File: src/rtl/txt_vram_blit_master_pkg.sv
// Shared definitions for the VRAM blit master: bus handshake codes, opcode
// encodings, FSM states and small helpers.
package txt_vram_blit_master_pkg;

  localparam logic [1:0] UMEM_OK_READY = 2'd0;
  localparam logic [1:0] UMEM_OK_OK    = 2'd1;
  localparam logic [1:0] UMEM_OK_HOLD  = 2'd2;
  localparam logic [1:0] UMEM_OK_FAULT = 2'd3;

  localparam logic [2:0] OPM_SIZE_QW = 3'b011;
  localparam int         OPM_WR_BIT  = 4;
  localparam int         OPM_OE_BIT  = 3;

  localparam logic [4:0] OPM_QW_RD = (5'd1 << OPM_OE_BIT) | {2'b00, OPM_SIZE_QW};
  localparam logic [4:0] OPM_QW_WR = (5'd1 << OPM_WR_BIT) | {2'b00, OPM_SIZE_QW};

  typedef enum logic [2:0] {
    ST_IDLE,
    ST_RD_REQ,
    ST_RD_REL,
    ST_WR_REQ,
    ST_WR_REL,
    ST_DONE
  } blit_state_t;

  // Qword stride with natural 32-bit wrap in either direction.
  function automatic logic [31:0] step_addr(input logic [31:0] addr, input logic desc);
    return desc ? (addr - 32'd8) : (addr + 32'd8);
  endfunction

  // Timeout counter width: wide enough for the limit, never below 10 bits.
  function automatic int tmo_width(input int cyc);
    return ($clog2(cyc + 1) > 10) ? $clog2(cyc + 1) : 10;
  endfunction

endpackage

File: src/rtl/txt_vram_blit_master_if.sv
// MMIO bus between the blit master (initiator) and the text/framebuffer slave.
interface txt_vram_blit_master_if;
  logic [31:0] busAddr;
  logic [63:0] busOutData;
  logic [63:0] busInData;
  logic [4:0]  busOpm;
  logic [1:0]  busOK;

  modport master (
    output busAddr, busOutData, busOpm,
    input  busInData, busOK
  );

  modport slave (
    input  busAddr, busOutData, busOpm,
    output busInData, busOK
  );
endinterface

File: src/rtl/txt_blit_tmo.sv
// Bus-wait timeout counter for the blit master; only present when
// TXTBLIT_TIMEOUT_EN is defined.
`ifdef TXTBLIT_TIMEOUT_EN
module txt_blit_tmo
  import txt_vram_blit_master_pkg::*;
#(
  parameter int TMO_CYC = 1023
) (
  input  logic clock,
  input  logic reset,
  input  logic count,
  input  logic clear,
  output logic expire
);
  localparam int W = tmo_width(TMO_CYC);

  logic [W-1:0] cnt_reg;

  always_ff @(posedge clock) begin
    if (reset || clear) begin
      cnt_reg <= '0;
    end else if (count && !expire) begin
      cnt_reg <= cnt_reg + W'(1);
    end
  end

  // Fires on the TMO_CYC-th cycle spent in the same wait state.
  assign expire = (cnt_reg == W'(TMO_CYC - 1));
endmodule
`endif

File: src/rtl/txt_vram_blit_master.sv
// Qword fill/copy bus initiator for text VRAM. Define TXTBLIT_TIMEOUT_EN to
// abort a transfer whose slave never answers within TMO_CYC cycles.
module txt_vram_blit_master
  import txt_vram_blit_master_pkg::*;
#(
  parameter int CNT_W = 16
`ifdef TXTBLIT_TIMEOUT_EN
  , parameter int TMO_CYC = 1023
`endif
) (
  input  logic             clock,
  input  logic             reset,
  input  logic             cmdValid,
  output logic             cmdReady,
  input  logic             cmdCopy,
  input  logic             cmdDesc,
  input  logic [31:0]      cmdSrc,
  input  logic [31:0]      cmdDst,
  input  logic [CNT_W-1:0] cmdCount,
  input  logic [63:0]      cmdPattern,
  output logic             busy,
  output logic             donePulse,
  output logic             errFault,
  txt_vram_blit_master_if.master bus
);

  blit_state_t      state_reg, state_next;
  logic [31:0]      src_reg, src_next;
  logic [31:0]      dst_reg, dst_next;
  logic [CNT_W-1:0] count_reg, count_next;
  logic [63:0]      pattern_reg, pattern_next;
  logic [63:0]      data_reg, data_next;
  logic             copy_reg, copy_next;
  logic             desc_reg, desc_next;
  logic             err_reg, err_next;

  logic [31:0] addr_out;
  logic [63:0] wdata_out;
  logic [4:0]  opm_out;

`ifdef TXTBLIT_TIMEOUT_EN
  logic tmo_run;
  logic tmo_expire;

  assign tmo_run = (state_reg == ST_RD_REQ) || (state_reg == ST_RD_REL) ||
                   (state_reg == ST_WR_REQ) || (state_reg == ST_WR_REL);

  txt_blit_tmo #(.TMO_CYC(TMO_CYC)) u_tmo (
    .clock  (clock),
    .reset  (reset),
    .count  (tmo_run),
    .clear  (state_next != state_reg),
    .expire (tmo_expire)
  );
`endif

  always_ff @(posedge clock) begin
    if (reset) begin
      state_reg   <= ST_IDLE;
      src_reg     <= '0;
      dst_reg     <= '0;
      count_reg   <= '0;
      pattern_reg <= '0;
      data_reg    <= '0;
      copy_reg    <= 1'b0;
      desc_reg    <= 1'b0;
      err_reg     <= 1'b0;
    end else begin
      state_reg   <= state_next;
      src_reg     <= src_next;
      dst_reg     <= dst_next;
      count_reg   <= count_next;
      pattern_reg <= pattern_next;
      data_reg    <= data_next;
      copy_reg    <= copy_next;
      desc_reg    <= desc_next;
      err_reg     <= err_next;
    end
  end

  always_comb begin
    state_next   = state_reg;
    src_next     = src_reg;
    dst_next     = dst_reg;
    count_next   = count_reg;
    pattern_next = pattern_reg;
    data_next    = data_reg;
    copy_next    = copy_reg;
    desc_next    = desc_reg;
    err_next     = err_reg;
    addr_out     = '0;
    wdata_out    = '0;
    opm_out      = '0;

    case (state_reg)
      ST_IDLE: begin
        if (cmdValid) begin
          src_next     = cmdSrc & ~32'h7;
          dst_next     = cmdDst & ~32'h7;
          count_next   = cmdCount;
          pattern_next = cmdPattern;
          copy_next    = cmdCopy;
          desc_next    = cmdDesc;
          err_next     = 1'b0;
          if (cmdCount == '0)   state_next = ST_DONE;
          else if (cmdCopy)     state_next = ST_RD_REQ;
          else                  state_next = ST_WR_REQ;
        end
      end
      ST_RD_REQ: begin
        addr_out = src_reg;
        opm_out  = OPM_QW_RD;
        case (bus.busOK)
          UMEM_OK_OK: begin
            data_next  = bus.busInData;
            state_next = ST_RD_REL;
          end
          UMEM_OK_FAULT: begin
            err_next   = 1'b1;
            state_next = ST_DONE;
          end
          UMEM_OK_READY, UMEM_OK_HOLD: ;
        endcase
      end
      ST_RD_REL: begin
        if (bus.busOK == UMEM_OK_READY) state_next = ST_WR_REQ;
      end
      ST_WR_REQ: begin
        addr_out  = dst_reg;
        wdata_out = copy_reg ? data_reg : pattern_reg;
        opm_out   = OPM_QW_WR;
        case (bus.busOK)
          UMEM_OK_OK:    state_next = ST_WR_REL;
          UMEM_OK_FAULT: begin
            err_next   = 1'b1;
            state_next = ST_DONE;
          end
          UMEM_OK_READY, UMEM_OK_HOLD: ;
        endcase
      end
      ST_WR_REL: begin
        // Pointers only advance once the slave has released the write.
        if (bus.busOK == UMEM_OK_READY) begin
          count_next = count_reg - CNT_W'(1);
          src_next   = step_addr(src_reg, desc_reg);
          dst_next   = step_addr(dst_reg, desc_reg);
          if (count_reg == CNT_W'(1)) state_next = ST_DONE;
          else if (copy_reg)          state_next = ST_RD_REQ;
          else                        state_next = ST_WR_REQ;
        end
      end
      ST_DONE: state_next = ST_IDLE;
      default: state_next = ST_IDLE;
    endcase

`ifdef TXTBLIT_TIMEOUT_EN
    if (tmo_run && tmo_expire && (state_next == state_reg)) begin
      err_next   = 1'b1;
      state_next = ST_DONE;
    end
`endif
  end

  assign cmdReady       = (state_reg == ST_IDLE);
  assign busy           = (state_reg != ST_IDLE);
  assign donePulse      = (state_reg == ST_DONE);
  assign errFault       = err_reg;
  assign bus.busAddr    = addr_out;
  assign bus.busOutData = wdata_out;
  assign bus.busOpm     = opm_out;

endmodule

File: src/flat_wrapper.sv
// flat-port wrapper written by rule: the top's interface ports become plain ports
module txt_vram_blit_master_flat import txt_vram_blit_master_pkg::*;
#(
  parameter int CNT_W = 16

)
  (clock, reset, cmdValid, cmdReady, cmdCopy, cmdDesc, cmdSrc, cmdDst, cmdCount, cmdPattern, busy, donePulse, errFault, bus_busAddr, bus_busOutData, bus_busOpm, bus_busInData, bus_busOK);
  txt_vram_blit_master_if bus_i ();
  input  logic clock;
  input  logic reset;
  input  logic cmdValid;
  output logic cmdReady;
  input  logic cmdCopy;
  input  logic cmdDesc;
  input  logic [31:0] cmdSrc;
  input  logic [31:0] cmdDst;
  input  logic [CNT_W-1:0] cmdCount;
  input  logic [63:0] cmdPattern;
  output logic busy;
  output logic donePulse;
  output logic errFault;
  output wire logic [$bits(bus_i.busAddr)-1:0] bus_busAddr;
  output wire logic [$bits(bus_i.busOutData)-1:0] bus_busOutData;
  output wire logic [$bits(bus_i.busOpm)-1:0] bus_busOpm;
  input wire logic [$bits(bus_i.busInData)-1:0] bus_busInData;
  input wire logic [$bits(bus_i.busOK)-1:0] bus_busOK;
  assign bus_busAddr = bus_i.busAddr;
  assign bus_busOutData = bus_i.busOutData;
  assign bus_busOpm = bus_i.busOpm;
  assign bus_i.busInData = bus_busInData;
  assign bus_i.busOK = bus_busOK;
  txt_vram_blit_master #(.CNT_W(CNT_W)) u_core (.clock(clock), .reset(reset), .cmdValid(cmdValid), .cmdReady(cmdReady), .cmdCopy(cmdCopy), .cmdDesc(cmdDesc), .cmdSrc(cmdSrc), .cmdDst(cmdDst), .cmdCount(cmdCount), .cmdPattern(cmdPattern), .busy(busy), .donePulse(donePulse), .errFault(errFault), .bus(bus_i));
endmodule
File: config.mk
export PLATFORM = sky130hd
export DESIGN_NAME = txt_vram_blit_master_flat
export DESIGN_NICKNAME = d
export VERILOG_FILES = /design/src/rtl/txt_vram_blit_master_pkg.sv /design/src/rtl/txt_vram_blit_master_if.sv /design/src/rtl/txt_blit_tmo.sv /design/src/rtl/txt_vram_blit_master.sv /design/src/flat_wrapper.sv
export SDC_FILE = /design/constraint.sdc
export NUM_CORES = 1
export LEC_CHECK = 0
export ABC_AREA = 0
export ABC_CLOCK_PERIOD_IN_PS = 7800
export BUFFER_PORTS_ARGS = -buffer_cell sky130_fd_sc_hd__buf_4
export CORE_MARGIN = 2
export CORE_UTILIZATION = 58
export CTS_CLUSTER_SIZE = 10
export DETAILED_ROUTE_END_ITERATION = 6
export PLACE_DENSITY_LB_ADDON = 0.2
export SYNTH_ARGS = -nofsm -noshare
export SYNTH_HDL_FRONTEND = slang
export SYNTH_HIERARCHICAL = 1
export SYNTH_SLANG_ARGS = --single-unit
File: constraint.sdc
create_clock -name clock -period 7.8 [get_ports clock]
set_clock_uncertainty 0.15 [all_clocks]
set_input_delay 0 -clock clock [delete_from_list [all_inputs] [get_ports clock]]
set_output_delay 0 -clock clock [all_outputs]
set_load 0.005 [all_outputs]
==> flow_summary.yaml <==
clocking:
  post_cts_resized: 0
  cts_tree: "yes"
  cts.sinks: 208
  path_clk_slew_ps: 60
  root_buffer: "clkbuf_16"
  cts_buffer_depth: 3
  htree_levels: 1
  numCtsBuffers: 25
  clk_latency_ps: 530
drt:
  wl_um: 58940
  drc_errors: 8
  vias_per_cell: 6.574
  vias: 16770
  ant_nets: 0
  post_drt_wl_per_cell_um: 23.10
  first_pass_iters: 7
  drtIter0Drc: 2326
logic_synthesis:
  syn_inst: 1681
  synth.largest_area_cell: "dfxtp_1"
  yosysTopAreaCellShare_pct: 33.72
  synthArstFlopShare_pct: 0
  synth_flop_cell: "dfxtp_1"
  synth.area.top_cells: "dfxtp_1 34%, nand2_1 11%, a21oi_1 9.7%"
  syn_area_per_cell_sq_um: 7.346
  yosys_warnings: 6
  ys_types: 62
  synth_area_sq_um: 12350
  synth_edf_count: 0
  ys_seq_area_share_pct: 33.72
  synth_seq_cells: 208
critical_path:
  criticalPathCategory: "flip-flop to flip-flop"
  r2r-start: "u_core/desc_reg"
  arrival_ps: 5140
  worstSetupStartpoint: "u_core/desc_reg"
  critPathLaunchType: "flip-flop"
  required_ps: 8070
  cp-end-kind: "flip-flop"
  worstPathMaxFanout: 60
global_routing:
  grtUsageTotal_pct: 50.10
  use_met1_pct: 54.12
  grt_start_max_net_pins: 105
  grt-busiest-layer: "met2"
  antenna_found_initial: 5
  grt_pass1_vias: 16710
  grt-ovfl-total: 0
  grt_pass1_wl_um: 88670
  use_met3_pct: 18.66
  use_met2_pct: 79.20
finish:
  seq_area_sq_um: 4170
  n_fill_cell: 899
  area_delta_synth_final_pct: 53.75
  fin_area_sq_um: 18990
  drive_above_1_share_pct: 16.63
  final_util_pct: 90.60
  multi_input_area_sq_um: 7642
  nets: 2541
timing:
  setup_viol: 0
  finalCritPeriodShare_pct: 62.47
  fmax_mhz: 205.2
  hold_ws_ps: 135.4
  maxSlewViolCount: 0
  tightest_slew_ps: 1328
  post-route-min-period_ps: 4873
  tns_ps: 0
  rsz0062_at_grt: "false"
  finalHoldViolCount: 0
  relSlewSlack_pct: 11.18
die:
  num_rows: 53
  ioPinCount: 320
  dieArea_sq_um: 22470
  core_area_sq_um: 20960
  initial_core_util_pct: 58.93
  die_h_um: 149.9
  die_w_um: 149.9
placed_design:
  placed_cell_area_sq_um: 14690
  place_congestion: 0.9396
  io_buffers: 309
  dp_hpwl_um: 25320
worst_hold_path:
  min_from: "cmdPattern[44]"
  hold_path_class: "input port to flip-flop"
outcome:
  status: "finished with violations"
  violations: "design-rule violations"
pwr:
  power.leakage_nw: 7.992
  cellPowerDensity_nw_per_um2: 193.6
  peakVddDrop_mv: 0.1844
run:
  drv_cap: 0
synth_stat cells (11+ instances only):
library cell,n
dfxtp_1,208
nand2b_1,11
a31oi_1,17
ha_1,56
a21o_1,19
xnor2_1,22
nor2_1,176
a311oi_1,20
nand2_1,360
nand3_1,25
inv_1,27
nor3_1,26
mux2i_1,100
a211oi_1,12
o21ai_0,89
buf_1,17
clkbuf_1,99
a21oi_1,240
xor2_1,13
and3_1,17
stage by stage:
stage | cells | power, mW | worst slack (ps)
after floorplan | 1684 | 1.930 | 3817
after CTS | 2548 | 3.490 | 3236
final | 2551 | 3.676 | 2927
after detailed placement | 2161 | 2.232 | 3830
after global routing | 2549 | 3.773 | 2827
after global placement | 2161 | 2.205 | 3862
repair_timing:
item                                   4_1_cts  5_1_grt
setup buffers                                0        0
endpoints found under the hold margin      208        0
hold buffers                               355        0
placed cells by master (no fill, tap or decap), types with 4 or more instances in the layout:
master         count
a211oi_1          12
a221oi_1           4
nand3_1           25
nor3_1            25
xnor2_1           22
and2_1             6
a211oi_2           4
conb_1             4
a22oi_1            6
a21oi_1          240
nand2_1          357
clkbuf_16         25
nand4_1            7
dlygate4sd3_1    355
a311oi_1          20
and3_1            17
buf_4            323
o21bai_1           6
dfxtp_1          205
ha_1              56
a211o_1            4
o21a_1             5
nor2_1           176
nor2b_1            8
a31oi_1           17
xor2_1            13
o21ai_0           89
mux2i_1          100
inv_1             27
nand2b_1          10
or3_1              8
nor4_1             8
o22ai_1            4
a21o_1            19
o2111ai_1          4
worst max-delay path, stage by stage (launching register included):
cell	delay [ps]
dfxtp_2	320
buf_4	580
inv_1	390
fa_1	480
nor2b_1	260
o2111ai_1	210
or4b_4	290
a22oi_2	90
a2111oi_2	630
a21oi_1	180
a211oi_2	250
mux2i_1	220
a31oi_1	90
dlygate4sd3_1	590
cell families after synthesis:
kind of cell             after synthesis  share of synthesized area [%]
AND/OR/NAND/NOR                      668                          22.70
AO/OA/AOI/OAI                        461                          22.16
flip-flops                           208                          33.72
buffers and inverters                149                          4.712
multiplexers                         101                          8.197
adder cells (fa/ha/maj)               58                          5.999
XOR/XNOR                              35                          2.482
other                                  1                        0.03037
report_power, final:
part | internal [mW] | total, mW | switching [mW]
logic | 0.536 | 1.26 | 0.721
clock network | 0.651 | 1.13 | 0.478
registers | 1.17 | 1.29 | 0.115
per-layer routing:
metal | vias up | part of all wire [%] | wire length (um)
met2 | 1548 | 44 | 26180
met4 | 6 | 9.7 | 5734
met5 | - | 0.073 | 43
met1 | 7627 | 33 | 19520
li1 | 7000 | - | -
met3 | 590 | 13 | 7464
final timing paths:
path                       endpoint  slack, ps  cells after the start
min reg2reg  u_core/pattern_reg[44]        310                      2
max reg2reg      u_core/dst_reg[31]       2930                     13
max              u_core/dst_reg[31]       2930                     13
min          u_core/pattern_reg[44]        140                      4
area by class of cell:
class	count	area share, %
Inverter	27	0.5338
Antenna cell	3	0.03954
Clock buffer	29	3.427
Timing Repair Buffer	679	31.55
Clock inverter	3	0.4218
Sequential cell	208	21.97
Tap cell	275	1.812
Multi-Input combinational cell	1327	40.25
No activity file was read; power rests on OpenSTA's default activity.
